--- src/rtl/filter_cache_loader_pkg.sv ---
// Shared types for the filter-cache write path: PE geometry, write-beat layout,
// loader state encoding and an ID-width helper.
package filter_cache_loader_pkg;

  localparam int NUM_FILTERS     = 2;
  localparam int RAM_DEPTH       = 4;
  localparam int RAM_ADDR_WIDTH  = 2;
  localparam int RAM_WIDTH       = 16;
  localparam int PE_ID_MAX_WIDTH = 4;

  typedef struct packed {
    int num_filters;
    int ram_depth;
    int ram_addr_width;
    int ram_width;
  } pe_cfg_t;

  localparam pe_cfg_t PE_CFG = '{
    num_filters:    NUM_FILTERS,
    ram_depth:      RAM_DEPTH,
    ram_addr_width: RAM_ADDR_WIDTH,
    ram_width:      RAM_WIDTH
  };

  // Width of an ID field able to hold 0..count-1; never narrower than one bit.
  function automatic int pe_id_width(input int count);
    return (count > 1) ? $clog2(count) : 1;
  endfunction

  localparam int FILTER_ID_WIDTH = pe_id_width(NUM_FILTERS);

  typedef enum logic [1:0] {
    ST_IDLE,
    ST_LOAD,
    ST_FLUSH
  } filter_loader_state_t;

  typedef struct packed {
    logic                       enable;
    logic [PE_ID_MAX_WIDTH-1:0] pe_id;
    logic [FILTER_ID_WIDTH-1:0] filter_id;
    logic [RAM_ADDR_WIDTH-1:0]  addr;
    logic [RAM_WIDTH-1:0]       data;
  } ram_write_request_t;

endpackage

--- src/rtl/filter_cache_addr_gen.sv ---
// Nested addr (inner) / filter / pe (outer) counters with clear and advance;
// o_last flags the final position of a walk. Shared by the write and read sides.
module filter_cache_addr_gen
  import filter_cache_loader_pkg::*;
#(
  parameter pe_cfg_t cfg     = PE_CFG,
  parameter int      NUM_PES = 1
) (
  input  logic                       clock,
  input  logic                       reset,
  input  logic                       i_clear,
  input  logic                       i_advance,
  input  logic [RAM_ADDR_WIDTH:0]    i_num_words,
  output logic [RAM_ADDR_WIDTH-1:0]  o_addr,
  output logic [FILTER_ID_WIDTH-1:0] o_filter,
  output logic [PE_ID_MAX_WIDTH-1:0] o_pe,
  output logic                       o_last
);

  localparam int PW = pe_id_width(NUM_PES);
  localparam logic [RAM_ADDR_WIDTH:0]    ONE_N  = (RAM_ADDR_WIDTH+1)'(1);
  localparam logic [FILTER_ID_WIDTH-1:0] F_LAST = FILTER_ID_WIDTH'(cfg.num_filters - 1);
  localparam logic [PW-1:0]              P_LAST = PW'(NUM_PES - 1);

  logic [RAM_ADDR_WIDTH-1:0]  addr_q,   addr_d;
  logic [FILTER_ID_WIDTH-1:0] filter_q, filter_d;
  logic [PW-1:0]              pe_q,     pe_d;
  logic addr_wrap, filter_wrap, pe_wrap;

  assign addr_wrap   = ({1'b0, addr_q} == (i_num_words - ONE_N));
  assign filter_wrap = (filter_q == F_LAST);
  assign pe_wrap     = (pe_q == P_LAST);

  // NOTE: every always_comb output gets a default first so no path leaves it
  // unassigned, which would otherwise infer a latch.
  always_comb begin
    addr_d   = addr_q;
    filter_d = filter_q;
    pe_d     = pe_q;
    if (i_clear) begin
      addr_d   = '0;
      filter_d = '0;
      pe_d     = '0;
    end else if (i_advance) begin
      if (addr_wrap) begin
        addr_d = '0;
        if (filter_wrap) begin
          filter_d = '0;
          pe_d     = pe_wrap ? '0 : pe_q + PW'(1);
        end else begin
          filter_d = filter_q + FILTER_ID_WIDTH'(1);
        end
      end else begin
        addr_d = addr_q + RAM_ADDR_WIDTH'(1);
      end
    end
  end

  // NOTE: state registers use non-blocking assignments so all flops update
  // together at the edge regardless of process ordering.
  always_ff @(posedge clock) begin
    if (reset) begin
      addr_q   <= '0;
      filter_q <= '0;
      pe_q     <= '0;
    end else begin
      addr_q   <= addr_d;
      filter_q <= filter_d;
      pe_q     <= pe_d;
    end
  end

  assign o_addr   = addr_q;
  assign o_filter = filter_q;
  assign o_pe     = PE_ID_MAX_WIDTH'(pe_q);
  assign o_last   = addr_wrap && filter_wrap && pe_wrap;

endmodule

--- src/rtl/filter_cache_loader.sv ---
// Write-side sequencer for the per-PE filter caches: turns a word stream into
// broadcast pe_ram write beats. Optional abort input: FILTER_CACHE_LOADER_ABORT_EN.
module filter_cache_loader
  import filter_cache_loader_pkg::*;
#(
  parameter pe_cfg_t cfg     = PE_CFG,
  parameter int      NUM_PES = 1
) (
  input  logic                      clock,
  input  logic                      reset,
  input  logic                      i_start,
  input  logic [RAM_ADDR_WIDTH:0]   i_num_words,
  input  logic                      i_data_valid,
  input  logic [RAM_WIDTH-1:0]      i_data,
`ifdef FILTER_CACHE_LOADER_ABORT_EN
  input  logic                      i_abort,
`endif
  output logic                      o_data_ready,
  output ram_write_request_t        o_write_request,
  output logic                      o_busy,
  output logic                      o_done
);

  localparam logic [RAM_ADDR_WIDTH:0] N_DEPTH = (RAM_ADDR_WIDTH+1)'(cfg.ram_depth);

  filter_loader_state_t state_q, state_d;
  logic [RAM_ADDR_WIDTH:0] n_q, n_d, n_clamp;
  logic ready_q, ready_d;
  ram_write_request_t wr_q, wr_d;

  logic abort_w, accept, gen_clear, gen_advance, gen_last;
  logic [RAM_ADDR_WIDTH-1:0]  gen_addr;
  logic [FILTER_ID_WIDTH-1:0] gen_filter;
  logic [PE_ID_MAX_WIDTH-1:0] gen_pe;

`ifdef FILTER_CACHE_LOADER_ABORT_EN
  assign abort_w = i_abort;
`else
  assign abort_w = 1'b0;
`endif

  assign n_clamp = (i_num_words > N_DEPTH) ? N_DEPTH : i_num_words;
  assign accept  = (state_q == ST_LOAD) && ready_q && i_data_valid;

  filter_cache_addr_gen #(
    .cfg     (cfg),
    .NUM_PES (NUM_PES)
  ) u_addr_gen (
    .clock       (clock),
    .reset       (reset),
    .i_clear     (gen_clear),
    .i_advance   (gen_advance),
    .i_num_words (n_q),
    .o_addr      (gen_addr),
    .o_filter    (gen_filter),
    .o_pe        (gen_pe),
    .o_last      (gen_last)
  );

  always_comb begin
    state_d     = state_q;
    n_d         = n_q;
    ready_d     = ready_q;
    gen_clear   = 1'b0;
    gen_advance = 1'b0;
    wr_d        = wr_q;
    wr_d.enable = 1'b0;

    unique case (state_q)
      ST_IDLE: begin
        if (i_start) begin
          n_d       = n_clamp;
          gen_clear = 1'b1;
          if (n_clamp == '0) begin
            state_d = ST_FLUSH;
          end else begin
            state_d = ST_LOAD;
            ready_d = 1'b1;
          end
        end
      end
      ST_LOAD: begin
        if (accept) begin
          gen_advance    = 1'b1;
          wr_d.enable    = 1'b1;
          wr_d.pe_id     = gen_pe;
          wr_d.filter_id = gen_filter;
          wr_d.addr      = gen_addr;
          wr_d.data      = i_data;
          if (gen_last) begin
            state_d = ST_FLUSH;
            ready_d = 1'b0;
          end
        end
      end
      ST_FLUSH: state_d = ST_IDLE;
      default:  state_d = ST_IDLE;
    endcase

    // An abort drops the beat accepted this cycle; one registered earlier still shows.
    if (abort_w && (state_q != ST_IDLE)) begin
      state_d     = ST_IDLE;
      ready_d     = 1'b0;
      gen_clear   = 1'b1;
      gen_advance = 1'b0;
      wr_d        = wr_q;
      wr_d.enable = 1'b0;
    end
  end

  always_ff @(posedge clock) begin
    if (reset) begin
      state_q <= ST_IDLE;
      n_q     <= '0;
      ready_q <= 1'b0;
      wr_q    <= '0;
    end else begin
      state_q <= state_d;
      n_q     <= n_d;
      ready_q <= ready_d;
      wr_q    <= wr_d;
    end
  end

  assign o_data_ready    = ready_q;
  assign o_write_request = wr_q;
  assign o_busy          = (state_q != ST_IDLE);
  assign o_done          = (state_q == ST_FLUSH) && !abort_w;

endmodule

--- config.mk ---
export PLATFORM = sky130hd
export DESIGN_NAME = filter_cache_loader
export DESIGN_NICKNAME = d
export VERILOG_FILES = /design/src/rtl/filter_cache_loader_pkg.sv /design/src/rtl/filter_cache_addr_gen.sv /design/src/rtl/filter_cache_loader.sv
export SDC_FILE = /design/constraint.sdc
export NUM_CORES = 1
export LEC_CHECK = 0
export ABC_AREA = 1
export CORE_ASPECT_RATIO = 1.2
export CORE_UTILIZATION = 30
export DETAILED_ROUTE_END_ITERATION = 12
export PLACE_DENSITY_LB_ADDON = 0.3
export SYNTH_ARGS = -nofsm -noshare
export SYNTH_HDL_FRONTEND = slang
export SYNTH_SLANG_ARGS = --single-unit
--- constraint.sdc ---
create_clock -name clock -period 1.5 [get_ports clock]
set_clock_uncertainty 0.05 [all_clocks]
set_input_delay 0.3 -clock clock [delete_from_list [all_inputs] [get_ports clock]]
set_output_delay 0.3 -clock clock [all_outputs]
set_load 0.1 [all_outputs]
### After elaboration in Yosys (flattened, before gate mapping)

Index checks and enable logic that the tools add are counted.
Widths: inputs -> output; s select.

| word-level totals | value |
|---|---|
| input port bits | 23 |
| register bits after elaboration | 31 |
| word-level logic and storage cells | 60 |

| operators by class | value |
|---|---|
| equal/unequal tests | 7 |
| multiplexer cells | 19 |
| add/subtract/negate cells | 4 |
| reductions and logical operators | 16 |
| $lt $le $gt $ge | 1 |
| bitwise operators | 2 |

Operators with widths:

| kind | count |
|---|---|
| $mux 24 | 1 |
| $mux 1 | 10 |
| $mux 2 | 5 |
| $ne 2x2->1 const B | 4 |
| $reduce_and 2->1 | 3 |
| $reduce_and 3->1 | 2 |
| $reduce_and 5->1 | 1 |
| $logic_and 1x1->1 | 4 |
| $pmux 2 s2 | 1 |
| $reduce_bool 2->1 | 2 |
| $reduce_or 2->1 | 2 |
| $eq 2x3->1 | 1 |
| $gt 3x3->1 const B | 1 |
| $logic_not 3->1 | 1 |
| $mux 3 | 1 |
| $sub 3x1->3 const B | 1 |
| $add 1x1->1 const B | 2 |
| $add 2x1->2 const B | 1 |
| $eq 2x1->1 const B | 1 |
| $eq 2x2->1 const B | 1 |
| $logic_not 2->1 | 1 |
| $not 1->1 | 2 |
| $pmux 1 s2 | 1 |

### Depth between registers and ports, before layout

Gate-level depths: netlist of the first run.

| depth | value |
|---|---|
| depth in word-level cells | 7 |
| depth in mapped cells | 10 |
| gate-level depth less buffers | 10 |

### Modules after synthesis

A second synthesis of the first run with hierarchy kept.

| second synthesis, totals | value |
|---|---|
| cell total of the unflattened synthesis | 191 |
| area, all modules | 1406.3 um^2 |

Modules (own cells, without submodules):

| module | cells an instance | area an instance (um^2) | times used |
|---|---|---|---|
| filter_cache_loader | 145 | 1136.1 | 1 |
| filter_cache_addr_gen | 46 | 270.3 | 1 |

### Least setup slack after synthesis of the first run

OpenSTA, ideal clock, no wires.

| path | value |
|---|---|
| path type | register -> output |
| from | register state_q[1] |
| to | output o_done |
| cell stages (with the launch flop) | 3 |
| path buffers | 0 |
| data required time | 1150 ps |
| setup slack | -474 ps |
| arrival time | 1624 ps |
| path through | dfxtp_1 -> inv_2 -> nor2_1 |

| between the ends | value |
|---|---|
| cells in the longest elaborated chain, start to end | 1 |

RTL lines:

| element | line | RTL |
|---|---|---|
| start: declaration | filter_cache_loader.sv:26 | `filter_loader_state_t state_q, state_d;` |
| start signal: assignment | filter_cache_loader.sv:118 | `state_q <= state_d;` |
| $eq 2x2->1 | filter_cache_loader.sv:128 | `assign o_done = (state_q == ST_FLUSH) && !abort_w;` |
| end: declaration | filter_cache_loader.sv:21 | `output logic o_done` |

Every way passes these cells.

### Worst setup path in the final report of the first run

| path | value |
|---|---|
| from | register n_q[0] |
| to | register ready_q, in the netlist o_data_ready |

| between the ends | value |
|---|---|
| cells in the longest elaborated chain, start to end | 6 |

RTL lines:

| element | line | RTL |
|---|---|---|
| start: declaration | filter_cache_loader.sv:27 | `logic [RAM_ADDR_WIDTH:0] n_q, n_d, n_clamp;` |
| start signal: assignment | filter_cache_loader.sv:119 | `n_q <= n_d;` |
| $sub 3x1->3 | filter_cache_addr_gen.sv:30 | `assign addr_wrap = ({1'b0, addr_q} == (i_num_words - ONE_N));` |
| $eq 2x3->1 | filter_cache_addr_gen.sv:30 |  |
| $logic_and 1x1->1 (2 in a row) | filter_cache_addr_gen.sv:76 | `assign o_last = addr_wrap && filter_wrap && pe_wrap;` |
| $ne 2x2->1 (no line) | -- |  |
| $reduce_and 5->1 (no line) | -- |  |
| end signal: assignment | filter_cache_loader.sv:120 | `ready_q <= ready_d;` |
| end: declaration | filter_cache_loader.sv:28 | `logic ready_q, ready_d;` |

Every way passes these cells.
A chain may end at the register's enable or synchronous reset.

==> flow_summary_export.csv, run 1 <==
group,metric,value,unit
yosys,syn_avg_cell_area,7.46,um2
drt,dr.pass1.iters,4,
floorplanning,rows,24,
yosys,synth-seq-cells,29,
cells_and_area,stdcell_area,0.00213,mm2
placement,port_buffers,45,
cts,cts.sinks,29,
cells_and_area,final_util,0.572,
timing,fin_crit_sh,0.942,
drt,remaining_drc_errors,0,
timing,rsz0062_at_grt,"yes",
global_routing,grt_max_degree,18,
worst_setup_path,end_kind,"flop",
power,pwr_density_cell,978,mW/mm2
cells_and_area,n_antenna_cell,0,
worst_setup_path,reg2reg_slack,0.09,ns
cts,clkLatencyLatePin,0.28,ns
yosys,netlist_area,0.00120,mm2
placement,pre_cts_slack,-0.193,ns
worst_setup_path,cp_data_arrival_time,1.58,ns
worst_setup_path,worst_r2r_endpoint,"o_data_ready$_SDFFE_PP0P_",
yosys,synth_top_cell_by_area,"dfxtp_1",
global_routing,grt_overflow,0,
cts,cts_root_buf,"clkbuf_8",
placement,placed_cells,258,
yosys,synth_cell_types,23,
power,p_total,2080,uW
cts,cts_tree,"done",
cts,clockBufferDepth,2,
yosys,synthTopCellsByArea,"dfxtp_1 (48%), nor2_1 (13%), o21ai_0 (8.8%)",
floorplanning,die_y,71.3,um
cells_and_area,syn2layout_area_growth,77.4,%
worst_setup_path,path_class,"reg -> reg",
worst_setup_path,slowest_stage,"dfxtp_2",
global_routing,grt_pass1_vias,1122,
worst_setup_path,max_stage_delay,0.33,ns
power,peakVddDrop,595,uV
placement,place.gp.congestion,0.784,
yosys,yosysSeqAreaShare,0.483,
worst_setup_path,crit_path_cell_trace,"inv_2, ha_4, inv_2, nand2_1, nand2_1, nor2_2, nand3_2, nand2_2, nand3_2, a21oi_2",
worst_setup_path,cp-endpoint,"o_data_ready$_SDFFE_PP0P_",
yosys,syn_inst,161,
timing,fmax,708,MHz
timing,fin_crit,1.41,ns
outcome,status,"finished, final reports clean",
yosys,yosysTopAreaCellShare,0.483,
job,cap_violations,0,
cells_and_area,drive_above_1_share,0.295,
global_routing,antenna_found_initial,0,
floorplanning,die-area,0.00426,mm2
placement,hpwlAfterDp,2.13,mm
drt,vias,1176,
worst_setup_path,cp.required,1.67,ns
worst_setup_path,rr_startpoint,"n_q[0]$_SDFFE_PP0P_",
cts,clk_pin_slew,0.06,ns
cells_and_area,layout.nets,240,
drt,drt_wl_total,2.84,mm
global_routing,track_usage,0.150,
worst_setup_path,path_max_fanout,3,
drt,ant_nets,0,
cts,cts_htree_levels,2,
floorplanning,coreArea,0.00372,mm2
timing,timing.final.ws_setup,0.0868,ns
cts,cts_buffers,5,
timing,hold_viol,0,
power,p_leak,0.000905,uW
drt,drt_iter0_drc,31,
timing,maxSlewViolCount,0,
drt,via_per_inst,4.37,
cts,ctsHoldBuffers,0,
placement,place_area,0.00200,mm2
worst_hold_path,hold_class,"reg -> reg",
floorplanning,pin_count,50,
timing,setup_viol,0,
drt,wl_per_cell,10.6,um
worst_setup_path,critPathLaunchType,"flop",
floorplanning,start_util,0.323,
floorplanning,die_w,59.8,um
worst_setup_path,r2r_cells,10,
cells_and_area,stdcell_count,269,
yosys,yosysWarnings,0,
global_routing,grt_first_pass_wirelength,4.81,mm
worst_setup_path,startpoint,"n_q[0]$_SDFFE_PP0P_",
routing by layer:
metal | wire length, um | track usage | share of wire
met1 | 1160 | 0.169 | 0.41
met2 | 1370 | 0.230 | 0.48
met3 | 257 | 0.0830 | 0.090
met4 | 55 | 0.0620 | 0.019
met5 | 0 | 0 | 0
Yosys cell counts, drive strengths merged:
cell type,n
o21ai,21
inv,17
nor2,44
buf,8
xnor2,1
nor3,3
a21oi,6
nand3,6
dfxtp,29
xor2,1
ha,1
nand2,20
clkbuf,3
conb,1
how the worst min path moves through the flow:
stage               cells past startpoint                         endpoint                      start
finish                                  2        o_data_ready$_SDFFE_PP0P_  o_data_ready$_SDFFE_PP0P_
global route                            2        o_data_ready$_SDFFE_PP0P_  o_data_ready$_SDFFE_PP0P_
CTS                                     2        o_data_ready$_SDFFE_PP0P_  o_data_ready$_SDFFE_PP0P_
detailed placement                      2        o_data_ready$_SDFFE_PP0P_  o_data_ready$_SDFFE_PP0P_
global placement                        2              n_q[1]$_SDFFE_PP0P_        n_q[1]$_SDFFE_PP0P_
floorplan                               2  o_write_request[0]$_SDFFE_PP0P_                  i_data[0]
placed cells by master (no fill, tap or decap), drive strengths merged:
cell type / count
clkdlybuf4s50: 22
xor2: 1
nor3: 3
conb: 4
clkbuf: 8
o21ai: 21
dfxtp: 29
buf: 34
inv: 16
clkinvlp: 1
ha: 1
xnor2: 1
a21oi: 6
nor2: 44
nand3: 6
nand2: 20
sequential cells by signal, summed over array words and instances, names as in the netlist:
signal and count:
o_write_request 20, n_q 3, state_q 2, u_addr_gen.o_addr 2
o_data_ready 1, u_addr_gen.o_filter 1
power breakdown:
group	switching, uW	total, uW	internal, uW
clock network	281	654	373
registers	33.7	839	806
logic	369	590	221
total	683	2080	1400
metrics by stage:
stage | hold WS [ns] | TNS (ns)
after floorplan | 0.385 | -0.152
after global placement | 0.420 | -3.14
after detailed placement | 0.425 | -3.83
after CTS | 0.436 | 0
after global routing | 0.464 | -0.0177
final | 0.445 | 0
worst max-delay path: cells and delay by family (launching register included):
kind / cells / cell delay [ns]
buffers and inverters: 2 / 0.07
AND/OR/NAND/NOR: 6 / 0.53
flip-flops: 1 / 0.33
AO/OA/AOI/OAI: 1 / 0.12
adder cells (fa/ha/maj): 1 / 0.26
cells by family (layout without fill, tap and decap cells):
group           Yosys count  count (layout)  synth area share
compound gates           27              27             0.113
xor+xnor                  2               2            0.0146
fa+ha+maj                 1               1            0.0104
buf+inv                  28              81             0.110
flops                    29              29             0.483
other cells               1               4           0.00312
simple gates             73              73             0.266
area by class of cell:
type / instances / area (um2)
fillers: 369 / 1590
repair buffers: 56 / 776
flip-flops and latches: 29 / 587
multi-input cells: 107 / 546
clock buffers: 8 / 90.1
inverters: 17 / 67.6
well taps: 52 / 65.1
timing repair:
item,in CTS,in global routing
resized for setup,0,7
setup buffers,1,2
pin swaps,0,6
setup endpoints to repair,1,10
(Power assumes the default switching activity.)
==> run 2, diff against run 1 <==
Settings changed: RECOVER_POWER set to 100.
==> run 2 against run 1 <==
Sequential power down 1%. Largest power group unchanged. Critical endpoint is now o_busy. Non-clock buffer count stayed put. Hold slack lost 0.035 ns. Sequential share of layout area up 4.2 points. Global-route usage did not move. Clock-buffer cell count unchanged. Fmax decreased by 2.4%. Die area unchanged. Flip-flop and latch count unchanged. Total power decreased by 3.8%. Via count shrank 0.43%.
==> flow_summary_export.csv, run 2 (synthesized netlist as in run 1, its figures left out) <==
group,metric,value,unit
drt,drt_iter0_drc,33,
timing,fin_crit_sh,0.965,
worst_setup_path,cp.required,1.15,ns
worst_setup_path,cp_data_arrival_time,1.10,ns
placement,hpwlAfterDp,2.13,mm
floorplanning,die_y,71.3,um
drt,wl_met1,1.20,mm
drt,wl_per_cell,10.5,um
floorplanning,start_util,0.323,
worst_setup_path,worst_r2r_endpoint,"o_data_ready$_SDFFE_PP0P_",
drt,ant_nets,0,
worst_setup_path,rr_startpoint,"n_q[0]$_SDFFE_PP0P_",
cells_and_area,mostFrequentLayoutCells,"nor2_1 (38), dfxtp_1 (26), clkdlybuf4s50_1 (22)",
cts,cts.sinks,29,
worst_setup_path,end_kind,"output port",
global_routing,track_usage,0.150,
worst_setup_path,critPathTopFamily,"flip-flops",
global_routing,grt_first_pass_wirelength,4.81,mm
placement,place.gp.congestion,0.784,
worst_hold_path,hold_class,"reg -> reg",
timing,fin_crit,1.45,ns
drt,drt_wl_total,2.82,mm
placement,port_buffers,45,
floorplanning,die-area,0.00426,mm2
worst_setup_path,path_class,"reg -> out",
power,peakVddDrop,596,uV
worst_hold_path,hold_depth,2,
worst_setup_path,max_stage_delay,0.35,ns
outcome,status,"finished, final reports clean",
timing,setup_viol,0,
cells_and_area,nFillCells,407,
power,p_total,2000,uW
global_routing,grt_overflow,0,
worst_hold_path,holdPathEnd,"o_write_request[16]$_SDFFE_PP0P_",
drt,dr.pass1.iters,4,
timing,hold_viol,0,
drt,met3_length,213,um
cells_and_area,layout.area.seq,587,um2
cells_and_area,final_util,0.497,
drt,top_layer,"met4",
cells_and_area,syn2layout_area_growth,54.0,%
worst_setup_path,path_max_fanout,4,
worst_setup_path,reg2reg_slack,0.09,ns
global_routing,grt_max_degree,18,
timing,fmax,691,MHz
drt,vias,1171,
timing,rsz0062_at_grt,"yes",
drt,wl_met2,1.34,mm
worst_hold_path,hp-start,"o_write_request[16]$_SDFFE_PP0P_",
floorplanning,coreArea,0.00372,mm2
global_routing,grt_pass1_vias,1122,
placement,placed_cells,258,
cts,cts_htree_levels,2,
floorplanning,rows,24,
global_routing,antenna_found_initial,0,
cells_and_area,layout_commonest_cell,"nor2_1",
cells_and_area,n_antenna_cell,0,
cells_and_area,drive_above_1_share,0.290,
cells_and_area,stdcell_count,269,
power,p_leak,0.000832,uW
floorplanning,pin_count,50,
cells_and_area,multiInputGateArea,546,um2
power,pwr_density_cell,1080,mW/mm2
timing,maxSlewViolCount,0,
worst_setup_path,cp.buffers_inverters,2,
job,cap_violations,0,
cts,clockBufferDepth,2,
cells_and_area,layout.nets,240,
cts,clk_pin_slew,0.06,ns
worst_setup_path,critPathLaunchType,"flop",
cts,cts_tree,"done",
worst_setup_path,r2r_cells,10,
drt,via_per_inst,4.35,
worst_setup_path,crit_path_cell_trace,"nor2_4, clkinvlp_2, buf_12",
floorplanning,die_w,59.8,um
drt,remaining_drc_errors,0,
cells_and_area,largest_register_ffs,20,
worst_setup_path,slowest_stage,"dfxtp_2",
cts,clkLatencyLatePin,0.28,ns
cts,cts_root_buf,"clkbuf_8",
cts,cts_buffers,5,
## run 2: power breakdown
part,switching (uW),leakage [uW],internal [uW],total (uW)
logic,367,0.000549,158,526
clock network,279,0.0000455,373,652
registers,21.5,0.000237,805,827
## run 2: metrics by stage
stage | area (um2) | setup TNS (ns) | hold slack, ns | setup slack [ns]
after CTS | 2090 | 0 | 0.436 | 0.0606
final | 1850 | 0 | 0.411 | 0.0518
after detailed placement | 2000 | -3.83 | 0.425 | -0.193
after floorplan | 1250 | -0.152 | 0.385 | -0.0604
after global routing | 1850 | -0.0177 | 0.449 | -0.0177
after global placement | 2000 | -3.14 | 0.420 | -0.155
## run 2: per-layer routing
metal / up-vias / GRT usage
met3: 5 / 0.0830
met4: 0 / 0.0620
met2: 39 / 0.230
met5: - / 0
met1: 528 / 0.169
li1: 599 / -
## run 2: layout make-up
class | count | area share
Clock buffer | 8 | 0.0487
Timing Repair Buffer | 56 | 0.269
Tap cell | 52 | 0.0352
Multi-Input combinational cell | 107 | 0.295
Sequential cell | 29 | 0.317
Inverter | 17 | 0.0352
## run 2: worst max-delay path by stage
stage / startpoint / end / slack [ns] / depth (start not counted)
floorplan: state_q[1]$_SDFFE_PP0P_ / o_done / -0.06 / 2
global placement: i_data_valid / o_write_request[15]$_SDFFE_PP0P_ / -0.16 / 7
detailed placement: i_data_valid / o_write_request[10]$_SDFFE_PP0P_ / -0.19 / 7
CTS: n_q[0]$_SDFFE_PP0P_ / o_data_ready$_SDFFE_PP0P_ / 0.06 / 9
global route: n_q[0]$_SDFFE_PP0P_ / o_data_ready$_SDFFE_PP0P_ / -0.02 / 10
finish: state_q[0]$_SDFFE_PP0P_ / o_busy / 0.05 / 3
## run 2: worst min-delay path, cell delays in order, from the launching register on
cell and delay, ns:
dfxtp_1 0.31, nand2_1 0.06, a21oi_1 0.05
## run 2: repair_timing
action | CTS | global route
setup endpoints to repair | 1 | 10
pin swaps | 0 | 6
hold buffers | 0 | 0
buffers inserted | 1 | 2
gates resized for setup | 0 | 7
endpoints found under the hold margin | 0 | 0
gates cloned | 0 | 0
==> RTL change (settings of run 2) <==
Add a define of `FILTER_CACHE_LOADER_ABORT_EN`.
--- a/src/rtl/filter_cache_loader.sv
+++ b/src/rtl/filter_cache_loader.sv
@@ -1,5 +1,7 @@
 // Write-side sequencer for the per-PE filter caches: turns a word stream into
 // broadcast pe_ram write beats. Optional abort input: FILTER_CACHE_LOADER_ABORT_EN.
+`define FILTER_CACHE_LOADER_ABORT_EN
+
 module filter_cache_loader
   import filter_cache_loader_pkg::*;
 #(
Ports: changed (added i_abort); port bits go from 50 to 51. No check against the original RTL was run, so the function may have changed too.
==> RTL change against run 2 <==
- core utilization shrank 1.2 points
- routed wire length grew 1.6%
- design area grew 4.1%
- worst setup slack lost 2.7 ps
- first-iteration DRC count shrank 27%
- sequential cell count is the same
- critical path depth grew 1
- largest power group unchanged
- total power shrank 0.55%
- area after synthesis grew 5.1%
- largest cell class unchanged
==> RTL change: results (changes against run 2) <==
Finish
  – Nets@finish: 244 (+1.7%)
  – Layout cell share with drive strength beyond 1: 0.3182 (+0.02786)

Clock network
  – Post-CTS sizing: 4 (+4)

Placed design
  – Placement Cell Area: 2068 µm² (+3.6%)
  – Post-Place Cells: 265 (+2.7%)
  – GP Congestion: 0.7870 (+0.34%)
  – Hpwl dp: 2.106 mm (-1.3%)
  – I/O Buffers: 46 (+2.2%)

Synthesis
  – XOR/XNOR Fraction of Synth Area: 0.01388 (-0.0007082)
  – Register area share after synthesis: 0.4599 (-0.02347)
  – Adder-cell area share of the yosys netlist: 0.009911 (-0.0005059)
  – Synth Area in Compound Gates: 0.1447 (+0.03220)
  – Top cells by count, synth: nand2_1 (52), dfxtp_1 (29), inv_1 (15), a21oi_1 (13), a21oi_2 (10)
  – Ranking of synthesized cells by area: dfxtp_1 (46%), nand2_1 (15%), a21oi_2 (6.9%)
  – Netlist cell types: 30 (+30%)
  – Mean Syn Cell Area: 7.793 µm² (+4.5%)

Min path
  – HP Class: register to register
  – Hold_sp: o_write_request[10]

GRT
  – Met1 usage: 0.1512 (-0.01796)
  – Global-route wire length before repair: 4.588 mm (-4.6%)
  – Number of global-route vias before repair: 1099 (-2.0%)
  – Total track usage: 0.1447 (-0.004831)
  – GRT met2 Usage: 0.2343 (+0.004670)
  – Met3 usage: 0.06028 (-0.02275)

Critical path
  – Slowest CP cell: dfxtp_1
  – Critical path origin: state_q[1]
  – CP max FO: 3 (-1)
  – Max stage delay on crit path: 320 ps (-30 ps)
  – Top delay family on crit path: buffers and inverters

Routing
  – Met2 WL: 1.467 mm (+9.2%)
  – M1 WL: 1.145 mm (-4.8%)
  – Final wirelength: 2.860 mm (+1.6%)
  – Vias/cell: 4.263 (-2.1%)
  – Met3 WL post-DR: 173 µm (-19%)
  – DR vias: 1168 (-0.26%)
  – Initial DRC count: 24 (-27%)

Power
  – VDD IR max: 0.5840 mV (-2.0%)
  – Combinational logic power: 0.421 mW (-20%)
  – Sequential group power: 0.811 mW (-2%)
  – Leakage Power: 0.7895 nW (-5.1%)
  – Sw power: 0.5772 mW (-14%)
  – Total power draw: 1.994 mW (-0.55%)

Run status
  – Status: complete, no violations
==> RTL change: cell count changes after synthesis, moves of 7 or more <==
cell     delta
nand2_1    +35
o21ai_0    -20
a21oi_2    +10
a21oi_1     +7
nor2_1     -35
==> RTL change: final timing paths <==
path | end | slack (ps) | depth (start not counted)
hold / removal | o_write_request[10] | 410 | 2
hold reg to reg | o_write_request[10] | 410 | 2
setup / recovery | o_busy | 50 | 4
setup reg to reg | o_data_ready | 50 | 10
==> RTL change: final cells by class <==
cell class	instances	area, µm²
flip-flops and latches	29	588.1
fillers	412	2048
clock buffers	8	111.4
multi-input cells	110	583.1
repair buffers	57	514.2
inverters	16	60.06
well taps	54	67.56
==> RTL change: stage by stage <==
step           hold slack (ps)  TNS (ps)  worst slack, ps
2_1_floorplan            329.3    -9.695           -9.695
3_3_place_gp             427.3     -4313           -213.5
3_5_place_dp             431.7     -5028           -235.9
4_1_cts                  441.3         0            16.19
5_1_grt                  435.0    -66.27           -36.25
6_report                 410.9         0            49.13
